`src/rtl/dma_xfer_splitter.sv`:
```
// Purpose : split one (src, dst, len) DMA command into sub-commands that never exceed
//           MAX_CHUNK_BYTES and never cross a BOUNDARY_BYTES line on the host-side address.
// Latency : new_cmd -> busy next cycle, first sub_valid one cycle later; one bubble between
//           sub-commands; last handshake -> done_pulse next cycle -> idle the cycle after.
// Backpressure: sub_* are held stable while sub_valid is high and sub_ready is low; commands
//           arriving while busy are dropped and flagged through err_overrun.
//
// Ports:
//   clk, reset, sclr          clock, synchronous active-high reset and software clear
//   new_cmd, cmd_src/dst/len  one-cycle command strobe with its start addresses and length
//   busy                      command in progress (CALC/ISSUE/DONE)
//   sub_valid/sub_ready       sub-command handshake; sub_src/dst/len/last carry the payload
//   done_pulse                one-cycle completion strobe
//   chunk_count               sub-commands accepted since reset/sclr (wraps)
//   err_unaligned, err_overrun sticky error flags

module dma_xfer_splitter #(
    parameter int    SRC_ADDR_WIDTH    = 48,
    parameter int    DST_ADDR_WIDTH    = 48,
    parameter int    XFER_LENGTH_WIDTH = 40,
    parameter int    BYTE_WIDTH        = 6,
    parameter int    MAX_CHUNK_BYTES   = 4096,
    parameter int    BOUNDARY_BYTES    = 4096,
    parameter string DMA_DIR           = "H2F"
) (
    input  logic                         clk,
    input  logic                         reset,
    input  logic                         sclr,
    input  logic                         new_cmd,
    input  logic [SRC_ADDR_WIDTH-1:0]    cmd_src,
    input  logic [DST_ADDR_WIDTH-1:0]    cmd_dst,
    input  logic [XFER_LENGTH_WIDTH-1:0] cmd_len,
    output logic                         busy,
    output logic                         sub_valid,
    input  logic                         sub_ready,
    output logic [SRC_ADDR_WIDTH-1:0]    sub_src,
    output logic [DST_ADDR_WIDTH-1:0]    sub_dst,
    output logic [XFER_LENGTH_WIDTH-1:0] sub_len,
    output logic                         sub_last,
    output logic                         done_pulse,
    output logic [31:0]                  chunk_count,
    output logic                         err_unaligned,
    output logic                         err_overrun
);

    localparam int BND_LOG = $clog2(BOUNDARY_BYTES);
    // The host side of the transfer is the one whose address must respect page lines.
    localparam bit HOST_IS_DST = (DMA_DIR == "F2H");
    localparam logic [XFER_LENGTH_WIDTH-1:0] MAX_LEN = XFER_LENGTH_WIDTH'(MAX_CHUNK_BYTES);
    localparam logic [XFER_LENGTH_WIDTH-1:0] BND_LEN = XFER_LENGTH_WIDTH'(BOUNDARY_BYTES);

    typedef enum logic [1:0] {
        S_IDLE,
        S_CALC,
        S_ISSUE,
        S_DONE
    } state_t;

    state_t state;
    state_t state_nxt;

    // Working registers: next sub-command start addresses and bytes still to issue.
    logic [SRC_ADDR_WIDTH-1:0]    src_r;
    logic [DST_ADDR_WIDTH-1:0]    dst_r;
    logic [XFER_LENGTH_WIDTH-1:0] rem_r;

    logic [BND_LOG-1:0]           host_off;
    logic [XFER_LENGTH_WIDTH-1:0] room;
    logic [XFER_LENGTH_WIDTH-1:0] chunk;
    logic [XFER_LENGTH_WIDTH-1:0] rem_after;
    logic                         cmd_unaligned;
    logic                         handshake;

    assign busy       = (state != S_IDLE);
    assign sub_valid  = (state == S_ISSUE);
    assign done_pulse = (state == S_DONE);
    assign handshake  = sub_valid && sub_ready;

    assign cmd_unaligned = (|cmd_src[BYTE_WIDTH-1:0]) ||
                           (|cmd_dst[BYTE_WIDTH-1:0]) ||
                           (|cmd_len[BYTE_WIDTH-1:0]);

    // Only the offset within the current page matters for the boundary limit.
    assign host_off = HOST_IS_DST ? dst_r[BND_LOG-1:0] : src_r[BND_LOG-1:0];
    assign room     = BND_LEN - XFER_LENGTH_WIDTH'(host_off);

    // chunk = min(remaining, MAX_CHUNK_BYTES, bytes left in the host page)
    always_comb begin
        chunk = rem_r;
        if (chunk > MAX_LEN) begin
            chunk = MAX_LEN;
        end
        if (chunk > room) begin
            chunk = room;
        end
    end

    // sub_len never exceeds rem_r, so this cannot underflow.
    assign rem_after = rem_r - sub_len;

    // Next-state logic
    always_comb begin
        state_nxt = state;
        case (state)
            S_IDLE: begin
                if (new_cmd) begin
                    if (cmd_len == '0) begin
                        state_nxt = S_DONE;
                    end else if (cmd_unaligned) begin
                        state_nxt = S_IDLE;
                    end else begin
                        state_nxt = S_CALC;
                    end
                end
            end
            S_CALC: begin
                state_nxt = S_ISSUE;
            end
            S_ISSUE: begin
                if (handshake) begin
                    state_nxt = (rem_after == '0) ? S_DONE : S_CALC;
                end
            end
            S_DONE: begin
                state_nxt = S_IDLE;
            end
            default: begin
                state_nxt = S_IDLE;
            end
        endcase
    end

    // State register and datapath. sclr behaves exactly like reset and also wins over new_cmd.
    always_ff @(posedge clk) begin
        if (reset || sclr) begin
            state         <= S_IDLE;
            src_r         <= '0;
            dst_r         <= '0;
            rem_r         <= '0;
            sub_src       <= '0;
            sub_dst       <= '0;
            sub_len       <= '0;
            sub_last      <= 1'b0;
            chunk_count   <= '0;
            err_unaligned <= 1'b0;
            err_overrun   <= 1'b0;
        end else begin
            state <= state_nxt;

            case (state)
                S_IDLE: begin
                    if (new_cmd) begin
                        src_r <= cmd_src;
                        dst_r <= cmd_dst;
                        rem_r <= cmd_len;
                        // A zero-length command completes without touching the flags.
                        if ((cmd_len != '0) && cmd_unaligned) begin
                            err_unaligned <= 1'b1;
                        end
                    end
                end
                S_CALC: begin
                    sub_src  <= src_r;
                    sub_dst  <= dst_r;
                    sub_len  <= chunk;
                    sub_last <= (chunk == rem_r);
                end
                S_ISSUE: begin
                    if (handshake) begin
                        src_r       <= src_r + SRC_ADDR_WIDTH'(sub_len);
                        dst_r       <= dst_r + DST_ADDR_WIDTH'(sub_len);
                        rem_r       <= rem_after;
                        chunk_count <= chunk_count + 32'd1;
                    end
                end
                default: begin
                end
            endcase

            if (new_cmd && (state != S_IDLE)) begin
                err_overrun <= 1'b1;
            end
        end
    end

endmodule

```
`config.mk`:
```
export PLATFORM = sky130hd
export DESIGN_NAME = dma_xfer_splitter
export DESIGN_NICKNAME = d
export VERILOG_FILES = /design/src/rtl/dma_xfer_splitter.sv
export SDC_FILE = /design/constraint.sdc
export NUM_CORES = 1
export LEC_CHECK = 0
export ABC_AREA = 0
export BUFFER_PORTS_ARGS = -buffer_cell sky130_fd_sc_hd__buf_2
export CAP_MARGIN = 20
export CORE_MARGIN = 8
export CORE_UTILIZATION = 40
export CTS_CLUSTER_DIAMETER = 80
export DETAILED_ROUTE_END_ITERATION = 16
export PLACE_DENSITY = 0.68
export SKIP_LAST_GASP = 1
export SYNTH_ARGS = -nofsm -noshare
export SYNTH_HDL_FRONTEND = slang
export SYNTH_SLANG_ARGS = --single-unit
```
`constraint.sdc`:
```
create_clock -name clk -period 4.95 [get_ports clk]
set_clock_uncertainty 0.2 [all_clocks]
set_input_delay 0 -clock clk [delete_from_list [all_inputs] [get_ports clk]]
set_output_delay 0 -clock clk [all_outputs]
set_load 0.05 [all_outputs]
```
# == After elaboration in Yosys (flattened, before gate mapping) ==
# Index checks and enable logic that the tools add are counted.
# op_classes
addsub,5
magnitude_cmp,2
n_eq_ne,6
muxes,17
n_reduce_logical,19
# ops
operator,count
48-bit 2-to-1 mux,4
48-bit one-hot mux with 2 select lines,2
40-bit 2-to-1 mux,4
48-bit by 40-bit adder with 48-bit output,2
40-bit logical NOT,2
40-bit one-hot mux with 2 select lines,1
40-bit == test,1
40-bit by 13-bit > comparator with 1-bit output (second input constant),1
40-bit > comparator,1
40-bit nonzero test,1
40-bit subtractor,1
32-bit by 1-bit adder with 32-bit output (second input constant),1
6-bit OR reduction,3
13-bit by 12-bit subtractor with 14-bit output (first input constant),1
2-bit 2-to-1 mux,4
2-bit one-hot mux with 4 select lines,1
3-bit AND reduction,2
2-bit == test (second input constant),2
2-bit AND reduction,2
2-bit nonzero test,2
1-bit logical AND,3
1-bit logical OR,3
2-bit by 1-bit == test with 1-bit output (second input constant),1
2-bit logical NOT,1
other kinds (3),3
# word_totals
ff_bits,309
in_bits,141
out_inout_bits,174
wordCells,60

# == Longest topological paths before layout ==
# logic_depth
ltp_word,7
mapped_depth,17
depth_no_buf,16

# == Least setup slack after synthesis ==
# No wires, ideal clock.
# synth_path
path_kind,reg2reg
start,register src_r[2]
end,register sub_last
setup_ns,0.069
arrival_time_ns,3.663
required_time_ns,4.681
slack_ns,1.018
path_stages_with_launch,14
n_path_buf,1
synth_period_minus_slack_ns,3.932
path_cell_list,dfxtp_1 or3_4 or3b_4 nor3_1 xor2_1 ha_1 nand4_1 or3_1 a221oi_1 clkbuf_1 nand2b_1 a221oi_1 nand4_1 o21ai_1
# synth_via
elab_chain_len,4
# synth_lines
element,line_no,source
"start, declared",63,logic [SRC_ADDR_WIDTH-1:0] src_r;
"start signal, assigned",153,src_r <= cmd_src;
"start signal, assigned",170,src_r <= src_r + SRC_ADDR_WIDTH'(sub_len);
13-bit by 12-bit subtractor with 14-bit output (*),85,assign room = BND_LEN - XFER_LENGTH_WIDTH'(host_off);
40-bit > comparator,93,if (chunk > room) begin
40-bit 2-to-1 mux (*),93,
40-bit == test (*),166,sub_last <= (chunk == rem_r);
"end signal, assigned",166,
"end, declared",39,"output logic sub_last,"
# Mark *: on every way between the ends. The rest lies on a longest branch, timed or not.
# A chain may end at the register's enable or synchronous reset.

# == Worst setup path in the final report ==
# layout_path
start,register sub_len[1]
end,register dst_r[45]
# layout_via
elab_chain_len,3
# layout_lines
element,line_no,source
"start, declared",38,"output logic [XFER_LENGTH_WIDTH-1:0] sub_len,"
"start signal, assigned",165,sub_len <= chunk;
48-bit by 40-bit adder with 48-bit output,171,dst_r <= dst_r + DST_ADDR_WIDTH'(sub_len);
48-bit 2-to-1 mux,169,if (handshake) begin
48-bit one-hot mux with 2 select lines,150,case (state)
"end signal, assigned",154,dst_r <= cmd_dst;
"end signal, assigned",171,
"end, declared",64,logic [DST_ADDR_WIDTH-1:0] dst_r;
# No other way between the ends. The select of a mux whose other input is x is not followed.

==> results.md <==
- Status: finished clean
- Setup WS pre-CTS: 0.559 ns
- Fillers: 4,676
- First-pass GRT wire length: 118,000 µm
- Clock slew seen by the registers of the worst setup and hold paths: 0.06 ns
- Share of layout cells above drive strength 1: 0.151
- H-tree Lvls: 2
- Final nets: 3,242
- Largest area contributor in the netlist: dfxtp_1
- Post-synth top cells: nand2_1 (435), dfxtp_1 (309), a21oi_1 (304)
- Rel. slew slack: 0.293
- Reg2reg setup slack: 0.35 ns
- Slew @ Worst Pin: 1.05 ns
- Achievable Freq: 217 MHz
- Area share of the largest cell type after synthesis: 0.317
- I/O pin count: 315
- Post-synth EDFFs: 0
- Setup TNS: 0 ns
- Register area share after synthesis: 0.317
- Crit path max-delay family: compound AO/OA/AOI/OAI gates
- Routed wire per std cell: 21.1 µm
- Worst-path maximum fanout: 6
- Async S/R FF share, synth: 0
- Routed vias: 21,000
- PortBufs: 314
- Drt pass-1 iters: 5
- Initial core utilization: 0.402
- Rows: 81
- Grt total ovfl: 0
- Most numerous cell in the Yosys netlist: nand2_1
- Postcts setup bufs: 0
- Cells after Synth: 2,591
- Top cells by area, synth: dfxtp_1 (32%), ha_1 (8.6%), nand2_1 (8.4%)
- Synth Area in Compound Gates: 0.261
- Levels on crit path: 13
- Total clock sinks: 309
- Post-route ant nets: 0
- Post-synth top flop: dfxtp_1
- Mean Syn Cell Area: 7.54 µm²
- Synth Register Bits: 309
- Die height: 237 µm
- Crit-path slowest cell: dlygate4sd3_1
- Post-route cell area: 24,500 µm²
- CP Capture Type: register
- FF-to-FF Start: sub_len[1]
- RSZ-0062 raised after global routing: no
- Final hold vios: 0
- Synthesized Nets: 2,869
- Post-Synth Adder-Cell Area: 0.0889
- TritonCTS clock tree: yes
- Final Cycle Share: 0.930
- Worst setup path class: register to register
- Worst Path Required: 5.20 ns
- Aggregate global-route resource usage: 0.260
- Synth Area in Simple Gates: 0.226
- Die extent in x: 237 µm
- Dpl cell area: 21,600 µm²
- Pwr Density: 275 nW/µm²
- WL final: 76,400 µm
- 1st-iter DRT viols: 1,623
- Fin crit period: 4.60 ns
- Startpoint types: register
- Vias per inst: 5.80
- Clk_lat worst skew: 0.56 ns
- CTS root buffer: clkbuf_16
- Most frequent CP cell: a31oi_1
- Die area: 56,200 µm²
- Worst setup margin: 0.348 ns
- Reg2reg path depth: 13
- Post-synth cell types: 81
- Bufs on Longest Clock Path: 3
- Pin count of the biggest net entering global routing: 165
- Largest family of logic cells by synthesized area: compound AO/OA/AOI/OAI gates
- Setup violations, final: 0
- Synth Area in XOR/XNOR: 0.0605
- Peak supply drop: 0.191 mV
- Synth Warn #: 0
- Crit path launch: sub_len[1]
- Crit path DAT: 4.85 ns
- Reg2reg end: dst_r[45]
- Post-synthesis mux area share: 0.00307
- Cts bufs inserted: 38
- Vias in the first global route: 20,500
- Post-Syn Area: 19,500 µm²
- Number of max-cap violations: 0
- Max incr delay on CP: 0.60 ns
- LEAKAGE: 10.5 nW
- Critical path endpoint: dst_r[45]
- Core area: 48,500 µm²
- DRC: 0
- Power Total: 6.76 mW
- Syn-to-layout area delta: 25.7%
- Critical path cell sequence: ha_1 -> a211oi_1 -> o211ai_1 -> a31o_2 -> a2111oi_4 -> o2111ai_1 -> nand3_1 -> o221ai_1 -> a31oi_1 -> or3_1 -> a211o_1 -> a31oi_1 -> dlygate4sd3_1
- Buf/Inv on CP: 1
- Final Slew Violations: 0
- Initial antenna violation count: 1
- Class of the worst hold path: input pin to register
- Detailed placement HPWL: 55,800 µm
- Placer Congestion: 0.958
-- registers in the layout, summed over array words and instances, names as in the netlist --
| name | flops |
|---|---|
| sub_last | 1 |
| state | 2 |
| sub_src | 48 |
| rem_r | 40 |
| src_r | 48 |
| err_unaligned | 1 |
| err_overrun | 1 |
| dst_r | 48 |
| sub_len | 40 |
| sub_dst | 48 |
| chunk_count | 32 |
-- worst reg2reg max path, delay by kind of cell (launching register included) --
family | cells | cell delay (ns)
AOI/OAI and AO/OA | 9 | 2.56
adders and majority gates | 1 | 0.29
buffers and inverters | 1 | 0.60
DFF | 1 | 0.47
and+or+nand+nor | 2 | 0.39
-- power breakdown --
| part | internal [mW] | switching, mW |
|---|---|---|
| Combinational | 0.415 | 0.573 |
| Sequential | 2.53 | 0.0584 |
| Clock | 2.01 | 1.17 |
-- per-stage QoR --
step | utilization | hold WS (ns) | instances
after floorplan | - | -0.0593 | 2591
after global placement | 0.445 | 0.0748 | 3400
after CTS | 0.505 | 0.0194 | 3614
after global routing | 0.506 | 0.0698 | 3615
final | 0.506 | 0.0519 | 3615
after detailed placement | 0.446 | 0.0717 | 3401
-- logic make-up (layout without fill, tap and decap cells) --
group	Yosys count	after routing
xor gates and xnor gates	134	134
DFF	309	309
other	0	1
buffers and inverters	226	627
muxes	6	6
AOI/OAI and AO/OA	814	814
and+or+nand+nor	965	965
adders and majority gates	137	137
-- placed cells by master, fill, tap and decap left out, types with 27 or more instances in the layout --
cell type,instances
a311oi_1,41
nand2_1,433
a21o_1,65
inv_1,70
nor3_1,65
dfxtp_1,309
xor2_1,72
buf_2,314
ha_1,134
a21oi_1,304
nand3_1,35
xnor2_1,61
o211ai_1,29
clkbuf_16,39
a211oi_1,36
nand4_1,38
a31oi_1,40
dlygate4sd3_1,145
nor4_1,27
o21ai_0,158
nor2_1,199
and3_1,28
-- cell type report --
cell class / instances / area [µm²] / area share
inverter: 71 / 267 / 0.0109
clock inverter: 20 / 363 / 0.0148
timing repair buffer: 488 / 3320 / 0.135
multi-input combinational: 2056 / 12600 / 0.512
antenna: 1 / 2.50 / 0.000102
tap: 622 / 778 / 0.0317
clock buffer: 48 / 1070 / 0.0436
sequential: 309 / 6190 / 0.252
-- per-layer routing --
layer | routed length (µm) | track usage | vias up
met5 | 0 | 0 | -
met4 | 3820 | 0.127 | 0
met3 | 5100 | 0.0424 | 174
met2 | 34900 | 0.429 | 798
met1 | 32600 | 0.326 | 9935
li1 | - | - | 10100
-- worst min-delay path by stage --
stage                start          end  slack (ns)  cells after the start
5_1_grt               sclr    dst_r[39]        0.07                      4
4_1_cts               sclr    src_r[39]        0.02                      5
3_5_place_dp   cmd_dst[12]    dst_r[12]        0.07                      3
6_report              sclr    src_r[39]        0.05                      5
3_3_place_gp   cmd_dst[26]    dst_r[26]        0.07                      3
2_1_floorplan      new_cmd  err_overrun       -0.06                      2
-- what timing repair did --
action / CTS / global route
hold buffers: 145 / 0
gates resized for setup: 0 / 1
endpoints found under the setup margin: 0 / 1
endpoints found under the hold margin: 140 / 0
Power figures use the tool's default switching activity.
